$ cat config.mk
export PLATFORM = sky130hd
export DESIGN_NAME = parity_frame_rx
export DESIGN_NICKNAME = d
export VERILOG_FILES = /design/src/rtl/parity_frame_rx.sv
export SDC_FILE = /design/constraint.sdc
export NUM_CORES = 1
export LEC_CHECK = 0
export BUFFER_PORTS_ARGS = -buffer_cell sky130_fd_sc_hd__buf_2
export CORE_UTILIZATION = 40
export CTS_BUF_LIST = sky130_fd_sc_hd__clkbuf_4 sky130_fd_sc_hd__clkbuf_8
export CTS_CLUSTER_SIZE = 10
export DETAILED_ROUTE_END_ITERATION = 10
export PLACE_DENSITY = 0.68
export SETUP_SLACK_MARGIN = 0.4
export SKIP_CTS_REPAIR_TIMING = 1
export SYNTH_ARGS = -nofsm -noshare
export SYNTH_HDL_FRONTEND = slang
export SYNTH_SLANG_ARGS = --single-unit
$ cat constraint.sdc
create_clock -name clk -period 2.3 [get_ports clk]
set_clock_uncertainty 0.15 [all_clocks]
set_input_delay 0.115 -clock clk [delete_from_list [all_inputs] [get_ports clk]]
set_output_delay 0.115 -clock clk [all_outputs]
set_load 0.01 [all_outputs]
$ cat src/rtl/parity_frame_rx.sv
// parity_frame_rx: serial frame receiver with parity and framing checks.
// Takes start/data/parity/stop frames from an idle-high line, LSB first.
// Each bit is sampled once, in the middle of its bit period. Parity is
// checked with an XOR accumulator that is seeded with ODD.
// Optional build macro: RX_SYNC_EN. When it is defined, rx passes through a
// 2-flop synchroniser (reset to 1) before the FSM. This adds 2 cycles to all
// FSM timing. When it is undefined, rx must already be synchronous to clk.
//
// state  | meaning
// -------+-----------------------------------------------------------------
// IDLE   | line idle, waiting for a low level (start bit)
// START  | counting to the middle of the start bit to confirm it
// DATA   | sampling DATA_W data bits, LSB first, into the shift register
// PARITY | sampling the parity bit and latching the parity check result
// STOP   | sampling the stop bit, then delivering the word on the next cycle
// BREAK  | stop bit was low; waiting for the line to return high

module parity_frame_rx #(
   parameter int DATA_W       = 8,
   parameter int CLKS_PER_BIT = 16,
   parameter int ODD          = 0
) (
   input  logic              clk,
   input  logic              rst_n,
   input  logic              rx,
   output logic [DATA_W-1:0] data_out,
   output logic              valid,
   output logic              par_err,
   output logic              frm_err,
   output logic              busy
);

   localparam int BAUD_W = $clog2(CLKS_PER_BIT);
   localparam int BIT_W  = ($clog2(DATA_W + 1) < 1) ? 1 : $clog2(DATA_W + 1);

   localparam logic [BAUD_W-1:0] BAUD_FULL = BAUD_W'(CLKS_PER_BIT - 1);
   localparam logic [BAUD_W-1:0] BAUD_HALF = BAUD_W'(CLKS_PER_BIT / 2 - 1);
   localparam logic [BIT_W-1:0]  LAST_BIT  = BIT_W'(DATA_W - 1);
   localparam logic              ODD_BIT   = (ODD != 0);

   typedef enum logic [2:0] {
      IDLE   = 3'd0,
      START  = 3'd1,
      DATA   = 3'd2,
      PARITY = 3'd3,
      STOP   = 3'd4,
      BREAK  = 3'd5
   } state_t;

   state_t             state_q;
   logic [BAUD_W-1:0]  baud_q;
   logic [BIT_W-1:0]   bit_cnt_q;
   logic [DATA_W-1:0]  shift_q;
   logic [DATA_W-1:0]  shift_d;
   logic               acc_q;
   logic               perr_q;
   logic               stop_q;
   logic               deliver_q;
   logic [DATA_W-1:0]  data_q;
   logic               valid_q;
   logic               par_err_q;
   logic               frm_err_q;
   logic               rx_s;

`ifdef RX_SYNC_EN
   logic [1:0] sync_q;

   // Two-flop synchroniser for the asynchronous line input.
   always_ff @(posedge clk or negedge rst_n) begin
      if (!rst_n) begin
         sync_q <= 2'b11;
      end else begin
         sync_q <= {sync_q[0], rx};
      end
   end

   assign rx_s = sync_q[1];
`else
   assign rx_s = rx;
`endif

   // The line arrives LSB first, so each new bit enters at the MSB.
   always_comb begin
      shift_d             = shift_q >> 1;
      shift_d[DATA_W-1]   = rx_s;
   end

   // Frame FSM: mid-bit sampling, parity accumulation, and registered outputs.
   always_ff @(posedge clk or negedge rst_n) begin
      if (!rst_n) begin
         state_q   <= IDLE;
         baud_q    <= '0;
         bit_cnt_q <= '0;
         shift_q   <= '0;
         acc_q     <= 1'b0;
         perr_q    <= 1'b0;
         stop_q    <= 1'b0;
         deliver_q <= 1'b0;
         data_q    <= '0;
         valid_q   <= 1'b0;
         par_err_q <= 1'b0;
         frm_err_q <= 1'b0;
      end else begin
         valid_q <= 1'b0;
         case (state_q)
            IDLE: begin
               if (!rx_s) begin
                  state_q <= START;
                  baud_q  <= BAUD_HALF;
               end
            end
            START: begin
               if (baud_q == '0) begin
                  if (rx_s) begin
                     state_q <= IDLE;
                  end else begin
                     state_q   <= DATA;
                     baud_q    <= BAUD_FULL;
                     acc_q     <= ODD_BIT;
                     bit_cnt_q <= '0;
                  end
               end else begin
                  baud_q <= baud_q - BAUD_W'(1);
               end
            end
            DATA: begin
               if (baud_q == '0) begin
                  shift_q <= shift_d;
                  acc_q   <= acc_q ^ rx_s;
                  baud_q  <= BAUD_FULL;
                  if (bit_cnt_q == LAST_BIT) begin
                     state_q <= PARITY;
                  end else begin
                     bit_cnt_q <= bit_cnt_q + BIT_W'(1);
                  end
               end else begin
                  baud_q <= baud_q - BAUD_W'(1);
               end
            end
            PARITY: begin
               if (baud_q == '0) begin
                  perr_q  <= acc_q ^ rx_s;
                  baud_q  <= BAUD_FULL;
                  state_q <= STOP;
               end else begin
                  baud_q <= baud_q - BAUD_W'(1);
               end
            end
            STOP: begin
               // Sample the stop bit first. Deliver on the next cycle, so that
               // valid lands one cycle after the stop-bit sample.
               if (deliver_q) begin
                  deliver_q <= 1'b0;
                  valid_q   <= 1'b1;
                  data_q    <= shift_q;
                  par_err_q <= perr_q;
                  frm_err_q <= ~stop_q;
                  state_q   <= stop_q ? IDLE : BREAK;
               end else if (baud_q == '0) begin
                  stop_q    <= rx_s;
                  deliver_q <= 1'b1;
               end else begin
                  baud_q <= baud_q - BAUD_W'(1);
               end
            end
            BREAK: begin
               if (rx_s) begin
                  state_q <= IDLE;
               end
            end
            default: begin
               state_q <= IDLE;
            end
         endcase
      end
   end

   assign data_out = data_q;
   assign valid    = valid_q;
   assign par_err  = par_err_q;
   assign frm_err  = frm_err_q;
   assign busy     = (state_q != IDLE);

endmodule

==> results of run 1 <==
-- registers in the layout, indices dropped and copies added, names as in the netlist --
name       count
acc_q          1
data_out       8
frm_err        1
shift_q        8
stop_q         1
state_q        3
par_err        1
perr_q         1
bit_cnt_q      4
deliver_q      1
valid          1
baud_q         4
-- cells in the mapped netlist (all sizes together) (2+ instances only) --
cell type	count	area share
nand2	37	0.086
dfrtp	34	0.53
mux2	15	0.11
o21ai	11	0.034
a21oi	8	0.025
inv	7	0.016
nor2	4	0.0093
clkbuf	3	0.0069
buf	2	0.0062
ha	2	0.015
nand2b	2	0.0077
nand3	2	0.0062
nor3	2	0.0062
nor3b	2	0.0093
o21a	2	0.0093
or3b	2	0.012
xor2	2	0.011
-- routing by layer --
| layer | vias to the layer above | routed length (um) |
|---|---|---|
| met4 | 0 | 18 |
| met5 | - | 0 |
| met3 | 2 | 152 |
| met1 | 636 | 1627 |
| li1 | 601 | - |
| met2 | 31 | 1725 |
-- area by class of cell --
cell class | count | area (um2)
well taps | 48 | 60.06
repair buffers | 23 | 143.9
fillers | 323 | 1794
inverters | 8 | 30.03
clock inverters | 3 | 45.04
flip-flops and latches | 34 | 853.3
clock buffers | 5 | 68.82
multi-input cells | 112 | 775.7
-- power by group through the flow --
stage | logic [W] | registers (W) | clock network, W
after floorplan | 0.000350 | 0.000770 | 0
after detailed placement | 0.000422 | 0.000820 | 0
after global placement | 0.000402 | 0.000809 | 0
after global routing | 0.000598 | 0.000841 | 0.000579
final | 0.000538 | 0.000826 | 0.000550
after CTS | 0.000425 | 0.000809 | 0.000558
-- worst max-delay path, stage by stage (launching register included) --
cell and delay [ns]:
dfrtp_1 0.42, inv_2 0.09, ha_4 0.16, or3b_4 0.41, or3_4 0.35, mux2_4 0.30
-- path summary, 6_finish.rpt --
path                        startpoint  slack (ns)  cells past startpoint      endpoint
setup reg to reg             baud_q[0]        0.31                      5        stop_q
hold reg to reg            data_out[3]        0.33                      2   data_out[3]
hold / removal                      rx        0.13                      2        stop_q
max in group asynchronous        rst_n        1.17                      2    state_q[0]
min in group asynchronous        rst_n        0.29                      2  bit_cnt_q[2]
setup / recovery             baud_q[0]        0.31                      5        stop_q
-- logic make-up after synthesis --
group                      Yosys count
adders and majority gates            2
AOI/OAI and AO/OA                   34
buffers and inverters               13
xor gates and xnor gates             3
muxes                               15
and+or+nand+nor                     58
DFF                                 34
-- per-stage QoR --
| step | instances | utilization | area, um2 |
|---|---|---|---|
| global route | 233 | 0.5242 | 1977 |
| global placement | 219 | 0.4685 | 1767 |
| detailed placement | 219 | 0.4685 | 1767 |
| finish | 233 | 0.5242 | 1977 |
| CTS | 227 | 0.4987 | 1881 |
| floorplan | 159 | - | 1635 |
==> flow_metrics.env, run 1 <==
export IMPL_clkSlewWorstSetupHoldPaths_ns=0.07
export IMPL_fin_nets=189
export IMPL_synth_simple_area_share=0.1699
export IMPL_layout_setup_ws_ns=0.3143
export IMPL_antenna_found_initial=0
export IMPL_hold_viol_final=0
export IMPL_syn_inst=159
export IMPL_io_buffer_count=14
export IMPL_grt_max_degree=35
export IMPL_p_seq_frac=0.431
export IMPL_grt_usage=0.1777
export IMPL_finalSetupTns_ns=0
export IMPL_die_area_mm2=0.004309
export IMPL_met2_usage=0.2908
export IMPL_drcViolationCount=0
export IMPL_cts_tree="built"
export IMPL_met1_usage=0.2264
export IMPL_hold_path_class="primary input to flop"
export IMPL_switching_share=0.3294
export IMPL_grt_pass1_vias=1272
export IMPL_syn_area_per_cell_um2=10.19
export IMPL_clk_path_buf_depth=2
export IMPL_outcome="completed"
export IMPL_synth_edf_count=0
export IMPL_antenna_cells=0
export IMPL_final_common_cell="nand2_1"
export IMPL_arrival_ns=2.01
export IMPL_p_total_w=0.001914
export IMPL_start_util=0.4297
export IMPL_ant_nets=0
export IMPL_grt_pass1_wl_um=5761
export IMPL_ys_seq_area_frac=0.5251
export IMPL_place_hpwl_um=2195
export IMPL_routabilityCongestion=0.8919
export IMPL_vias=1270
export IMPL_grt_ovfl_total=0
export IMPL_p_leak_nw=0.9417
export IMPL_setup_violations=0
export IMPL_drive_gt1_frac=0.3189
export IMPL_muxShareOfSynthArea=0.1066
export IMPL_syn_nets=164
export IMPL_start_kind="flop"
export IMPL_synthAdderAreaFrac=0.01544
export IMPL_wl_um=3523
export IMPL_h_tree_depth=2
export IMPL_vias_per_cell=5.451
export IMPL_synth_seq_cells=34
export IMPL_wl_per_cell_um=15.12
export IMPL_share_comb_of_total_power=0.281
export IMPL_synth_xor_area_share=0.01622
export IMPL_path_max_fanout=5
export IMPL_intPower_w=0.001283
export IMPL_p_clk_frac=0.288
export IMPL_drt_iter0_markers=165
export IMPL_synth_top_family_by_area="simple AND/OR/NAND/NOR gates"
export IMPL_synth_cell_types=42
export IMPL_cts_sinks=34
export IMPL_worstPathRequired_ns=2.32
export IMPL_cts_buffers=5
export IMPL_fp_dieH_um=65.65
export IMPL_crit_path_end_kind="flop"
export IMPL_critical_path_class="flop to flop"
export IMPL_final_min_clock_period_ns=1.986
export IMPL_synth_ff_type="dfrtp_1"
export IMPL_fin_crit_sh=0.8633
export IMPL_p_per_area_mw_per_mm2=968.0
export IMPL_rsz0062_at_grt="yes"
export IMPL_met3_usage=0.04514
export IMPL_area_delta_synth_final_pct=22.01
export IMPL_slew_headroom=0.4958
export IMPL_synthArstFlopShare=1.000
export IMPL_p_sw_w=0.0006303
export IMPL_pre_cts_slack_ns=0.2326
export IMPL_worstMarginPinSlew_ns=0.7563
export IMPL_slew_violations=0
export IMPL_drt_pass1_iterations=5
export IMPL_core_area_mm2=0.003771
export IMPL_synth_compound_area_frac=0.1351
export IMPL_die_x_um=65.65
export IMPL_syn_area_mm2=0.001620
export IMPL_holdWs_ns=0.1339
export IMPL_max_cap_violations=0
export IMPL_synth_warnings=0
export IMPL_clock_latency_ns=0.28
export IMPL_ir_worst_vdd_uv=582.7
export IMPL_fmax_mhz=503.6
export IMPL_num_rows=22
export IMPL_top_usage_layer="met2"
export IMPL_ioPinCount=15
export IMPL_final_cell_mix="nand2_1 (35), dfrtp_1 (32), buf_2 (14)"
export IMPL_cts_root_buffer="clkbuf_8"
No activity file was read; power rests on OpenSTA's default activity.
==> run 2, diff against run 1 <==
ABC_AREA = 1   (was unset)
==> run 2 against run 1 <==
  * Final area rose by 3.4%
  * Sequential share of layout area fell by 1.5 points
  * Sequential power rose by 3.5%
  * Combinational power rose by 62%
  * Largest power group is now combinational cells
  * Synthesized cell count rose by 26%
  * Critical path depth rose by 2
  * Worst setup slack improved by 0.32 ns
  * Non-clock buffer count fell by 6
  * Maximum frequency rose by 19%
==> flow_metrics.env, run 2 <==
export IMPL_outcome="completed"
export IMPL_p_clk_frac=0.278
export IMPL_synth_cell_types=26
export IMPL_synthTopCellsByCount="nand2_1 (61), dfrtp_1 (34), inv_1 (21)"
export IMPL_io_buffer_count=14
export IMPL_rsz0062_at_grt="no"
export IMPL_area_delta_synth_final_pct=15.48
export IMPL_slew_violations=0
export IMPL_fin_util=0.4968
export IMPL_ioPinCount=15
export IMPL_worstPathRequired_ns=2.33
export IMPL_synth_warnings=0
export IMPL_clk_path_buf_depth=2
export IMPL_finalSetupTns_ns=0
export IMPL_cts_buffers=5
export IMPL_p_total_w=0.002389
export IMPL_p_per_area_mw_per_mm2=1168
export IMPL_path_max_fanout=6
export IMPL_pre_cts_slack_ns=0.5172
export IMPL_fmax_mhz=601.8
export IMPL_arrival_ns=1.69
export IMPL_crit_path_end_kind="flop"
export IMPL_vias=1324
export IMPL_layout_setup_ws_ns=0.6382
export IMPL_hold_viol_final=0
export IMPL_switching_share=0.3871
export IMPL_wl_um=3074
export IMPL_p_leak_nw=1.057
export IMPL_drive_gt1_frac=0.2443
export IMPL_cts_sinks=34
export IMPL_syn_area_mm2=0.001770
export IMPL_synth_top_area_frac=0.4806
export IMPL_final_common_cell="nand2_1"
export IMPL_worstMarginPinSlew_ns=0.7523
export IMPL_synth_most_common_cell="nand2_1"
export IMPL_die_area_mm2=0.004696
export IMPL_drt_iter0_markers=79
export IMPL_grt_pass1_vias=1200
export IMPL_h_tree_depth=2
export IMPL_drt_pass1_iterations=4
export IMPL_final_cell_mix="nand2_1 (61), dfrtp_1 (34), inv_1 (21)"
export IMPL_antenna_found_initial=0
export IMPL_drcViolationCount=0
export IMPL_synth_ff_type="dfrtp_1"
export IMPL_antenna_cells=0
export IMPL_worst_path_max_delay_cell="dfrtp_1"
export IMPL_critical_path_max_stage_delay_ns=0.40
export IMPL_grt_pass1_wl_um=5409
export IMPL_setup_violations=0
export IMPL_vias_per_cell=4.886
export IMPL_clkSlewWorstSetupHoldPaths_ns=0.07
export IMPL_max_cap_violations=0
export IMPL_die_x_um=68.53
export IMPL_grt_usage=0.1609
export IMPL_synth_edf_count=0
export IMPL_intPower_w=0.001464
export IMPL_hold_path_class="primary input to flop"
export IMPL_path_cells="inv_1 > ha_1 > nand3_2 > nand2_1 > nand3_2 > o21ai_0 > nand2_1"
export IMPL_synth_seq_cells=34
export IMPL_ant_nets=0
export IMPL_wl_per_cell_um=11.34
export IMPL_start_util=0.4302
export IMPL_fp_dieH_um=68.53
export IMPL_synthArstFlopShare=1.000
export IMPL_place_hpwl_um=2151
export IMPL_synth_area_leaders="dfrtp_1 (48%), nand2_1 (13%), inv_1 (4.5%)"
export IMPL_grt_ovfl_total=0
export IMPL_fin_nets=225
export IMPL_critical_path_class="flop to flop"
export IMPL_share_comb_of_total_power=0.364
export IMPL_num_rows=23
export IMPL_fin_crit_sh=0.7225
export IMPL_start_kind="flop"
export IMPL_cts_root_buffer="clkbuf_8"
export IMPL_syn_area_per_cell_um2=8.852
export IMPL_ir_worst_vdd_uv=596.0
export IMPL_core_area_mm2=0.004115
export IMPL_syn_inst=200
export IMPL_p_seq_frac=0.358
export IMPL_routabilityCongestion=0.8678
export IMPL_slew_headroom=0.4984
export IMPL_synth_top_area_cell="dfrtp_1"
export IMPL_ys_seq_area_frac=0.4806
export IMPL_cts_tree="built"
export IMPL_grt_max_degree=35
export IMPL_clock_latency_ns=0.29
export IMPL_syn_nets=205
export IMPL_final_min_clock_period_ns=1.662
export IMPL_p_sw_w=0.0009247
-- run 2: cell types whose count changed after synthesis, moves of 4 or more --
cell     before  now
nand3_1       2   14
nor2_4        0    4
a21oi_1       8    2
inv_1         7   21
nand2_2       0    4
nand4_1       1    6
o21ai_2       0    8
mux2_2       12    0
nand2_1      37   61
-- run 2: worst max-delay path, delay by kind of cell (launching register included) --
kind	cells	cell delay, ns
AOI/OAI and AO/OA	1	0.17
adders and majority gates	1	0.21
and+or+nand+nor	4	0.53
buffers and inverters	1	0.10
DFF	1	0.40
-- run 2: power by group through the flow --
| stage | combinational [W] | sequential, W | clock [W] |
|---|---|---|---|
| 6_report | 0.000871 | 0.000855 | 0.000663 |
| 5_1_grt | 0.00100 | 0.000875 | 0.000709 |
| 4_1_cts | 0.000866 | 0.000854 | 0.000682 |
| 3_5_place_dp | 0.000859 | 0.000864 | 0 |
| 3_3_place_gp | 0.000846 | 0.000863 | 0 |
| 2_1_floorplan | 0.000711 | 0.000834 | 0 |
-- run 2: path summary, 6_finish.rpt --
path / startpoint / to / slack, ns / depth (start not counted)
worst max-delay path: baud_q[0] / state_q[1] / 0.64 / 7
worst min-delay path: rx / shift_q[7] / 0.03 / 3
worst max register to register: baud_q[0] / state_q[1] / 0.64 / 7
worst min register to register: data_out[1] / data_out[1] / 0.33 / 2
max in group asynchronous: rst_n / baud_q[2] / 1.24 / 2
min in group asynchronous: rst_n / bit_cnt_q[2] / 0.28 / 2
-- run 2: per-layer routing --
layer | track usage | wire (um) | vias up | share of wire
met5 | 0 | 0 | - | 0
met4 | 0.07031 | 45 | 0 | 0.015
met3 | 0.04934 | 124 | 5 | 0.040
met2 | 0.2426 | 1379 | 23 | 0.45
met1 | 0.2117 | 1524 | 616 | 0.50
li1 | - | - | 680 | -
-- run 2: area by class of cell --
type	count	area, um2
inverter	25	98.84
clock inverter	3	68.82
clock buffer	5	68.82
fill	397	2071
multi-input combinational	137	787.0
timing repair buffer	17	107.6
tap	50	62.56
sequential	34	850.8
-- run 2: cell families after synthesis --
family,share of synthesized area
adders and majority gates,0.01413
and+or+nand+nor,0.3180
DFF,0.4806
xor gates and xnor gates,0.01484
buffers and inverters,0.07774
AOI/OAI and AO/OA,0.09470
-- run 2: per-stage QoR --
stage	cells	instance area, um2	hold slack (ns)
6_report	271	2044	0.03039
5_1_grt	271	2044	0.04071
4_1_cts	268	2002	-0.2314
3_5_place_dp	260	1864	0.08457
3_3_place_gp	260	1864	0.08588
2_1_floorplan	200	1770	-0.3306
==> run 3, diff against run 2 <==
clock period = 1.7 ns   (was 2.3 ns; I/O delays follow)
==> run 3 against run 2 <==
  * Combinational power rose by 100%
  * Non-clock buffer count increased by 16
  * Clock-buffer cell count grew 2
  * Total power grew 54%
  * Via count is 8.8% higher
==> flow_metrics.env, run 3 (synthesized netlist as in run 2, its figures left out) <==
export IMPL_io_buffer_count=14
export IMPL_final_common_cell="nand2_1"
export IMPL_drt_pass1_iterations=4
export IMPL_share_comb_of_total_power=0.482
export IMPL_fp_dieH_um=68.53
export IMPL_routabilityCongestion=0.7741
export IMPL_start_kind="flop"
export IMPL_max_cap_violations=0
export IMPL_worstMarginPinSlew_ns=0.4314
export IMPL_r2r_setup_slack_ns=0.23
export IMPL_intPower_w=0.002206
export IMPL_die_x_um=68.53
export IMPL_slew_headroom=0.7124
export IMPL_p_leak_nw=1.142
export IMPL_pre_cts_slack_ns=0.1503
export IMPL_vias_per_cell=5.021
export IMPL_worstPathRequired_ns=1.73
export IMPL_vias=1441
export IMPL_num_rows=23
export IMPL_n_fill_cell=384
export IMPL_place_hpwl_um=2328
export IMPL_final_cell_mix="nand2_1 (55), dfrtp_1 (31), inv_1 (16)"
export IMPL_grt_max_degree=35
export IMPL_r2r_cells=7
export IMPL_drcViolationCount=0
export IMPL_multiInputGateArea_um2=902.1
export IMPL_antenna_cells=0
export IMPL_slew_violations=0
export IMPL_fin_nets=241
export IMPL_final_area_mm2=0.002295
export IMPL_arrival_ns=1.50
export IMPL_area_delta_synth_final_pct=29.61
export IMPL_antenna_found_initial=0
export IMPL_cts_tree="built"
export IMPL_hold_path_class="primary input to flop"
export IMPL_cts_sinks=34
export IMPL_final_min_clock_period_ns=1.475
export IMPL_fmax_mhz=678.1
export IMPL_hold_depth=3
export IMPL_post_dp_cell_area_mm2=0.001933
export IMPL_crit_path_end_kind="flop"
export IMPL_dp_cells=262
export IMPL_setup_violations=0
export IMPL_clk_path_buf_depth=2
export IMPL_clkSlewWorstSetupHoldPaths_ns=0.07
export IMPL_rsz0062_at_grt="yes"
export IMPL_wl_per_cell_um=12.61
export IMPL_core_area_mm2=0.004115
export IMPL_p_seq_frac=0.311
export IMPL_fin_cells=287
export IMPL_regArea_um2=854.6
export IMPL_switching_share=0.4006
export IMPL_ioPinCount=15
export IMPL_fin_crit_sh=0.8675
export IMPL_hp_start="rx"
export IMPL_grt_usage=0.1682
export IMPL_finalSetupTns_ns=0
export IMPL_hold_path_end="stop_q"
export IMPL_p_total_w=0.003680
export IMPL_grt_ovfl_total=0
export IMPL_cts_root_buffer="clkbuf_8"
export IMPL_layout_setup_ws_ns=0.2253
export IMPL_clock_latency_ns=0.28
export IMPL_die_area_mm2=0.004696
export IMPL_cts_buffers=5
export IMPL_p_sw_w=0.001474
export IMPL_ir_worst_vdd_uv=997.5
export IMPL_outcome="completed"
export IMPL_h_tree_depth=2
export IMPL_drt_iter0_markers=44
export IMPL_p_per_area_mw_per_mm2=1604
export IMPL_ant_nets=0
export IMPL_start_util=0.4302
export IMPL_hold_viol_final=0
export IMPL_drive_gt1_frac=0.3924
export IMPL_wl_um=3619
export IMPL_grt_pass1_wl_um=5671
export IMPL_critical_path_class="flop to flop"
export IMPL_path_max_fanout=5
export IMPL_p_clk_frac=0.206
export IMPL_r2r_end="baud_q[2]"
export IMPL_grt_pass1_vias=1276
export IMPL_r2r_start="state_q[0]"
[run 3: changes by cell type in the layout (fill, tap and decap cells not counted), moves of 4 or more]
cell,change
buf_4,+14
o21ai_0,-11
o21ai_1,+10
nand2_1,-6
inv_1,-5
inv_2,+4
nand2_4,+4
[run 3: worst max path at each step]
stage	start	to	slack, ns
3_5_place_dp	state_q[0]	state_q[1]	0.15
5_1_grt	state_q[0]	baud_q[2]	0.14
6_report	state_q[0]	baud_q[2]	0.23
4_1_cts	state_q[0]	state_q[1]	0.14
3_3_place_gp	state_q[0]	state_q[1]	0.22
2_1_floorplan	state_q[0]	data_out[0]	0.29
[run 3: power by group through the flow]
stage / clock network [W] / registers [W] / logic [W]
6_report: 0.000758 / 0.00115 / 0.00178
5_1_grt: 0.000795 / 0.00117 / 0.00195
4_1_cts: 0.000774 / 0.00116 / 0.00125
3_5_place_dp: 0 / 0.00118 / 0.00125
3_3_place_gp: 0 / 0.00118 / 0.00122
2_1_floorplan: 0 / 0.00114 / 0.00103
[run 3: layout make-up]
cell class,instances,area share
tap,50,0.02726
timing repair buffer,33,0.1091
clock inverter,1,0.01309
multi-input combinational,137,0.3931
inverter,25,0.04853
sequential,34,0.3724
clock buffer,7,0.03653
[run 3: per-layer routing]
layer,track usage,part of all wire,vias to the layer above
met5,0,0,-
met3,0.04441,0.035,5
met2,0.2770,0.50,24
met1,0.2068,0.45,695
li1,-,-,717
met4,0.07292,0.014,0
[run 3: critical path, stage by stage (launching register included)]
cell and delay [ns]:
dfrtp_2 0.45, nor2_4 0.16, buf_4 0.17, a21oi_2 0.08, nor2_4 0.17, nand2_4 0.08, nand2_1 0.07, nand2_1 0.05
[run 3: through the flow]
stage | hold slack, ns | utilization
finish | 0.01743 | 0.5576
global route | 0.02953 | 0.5576
CTS | -0.3118 | 0.4974
detailed placement | -0.007872 | 0.4697
global placement | -0.007772 | 0.4697
floorplan | -0.3606 | -
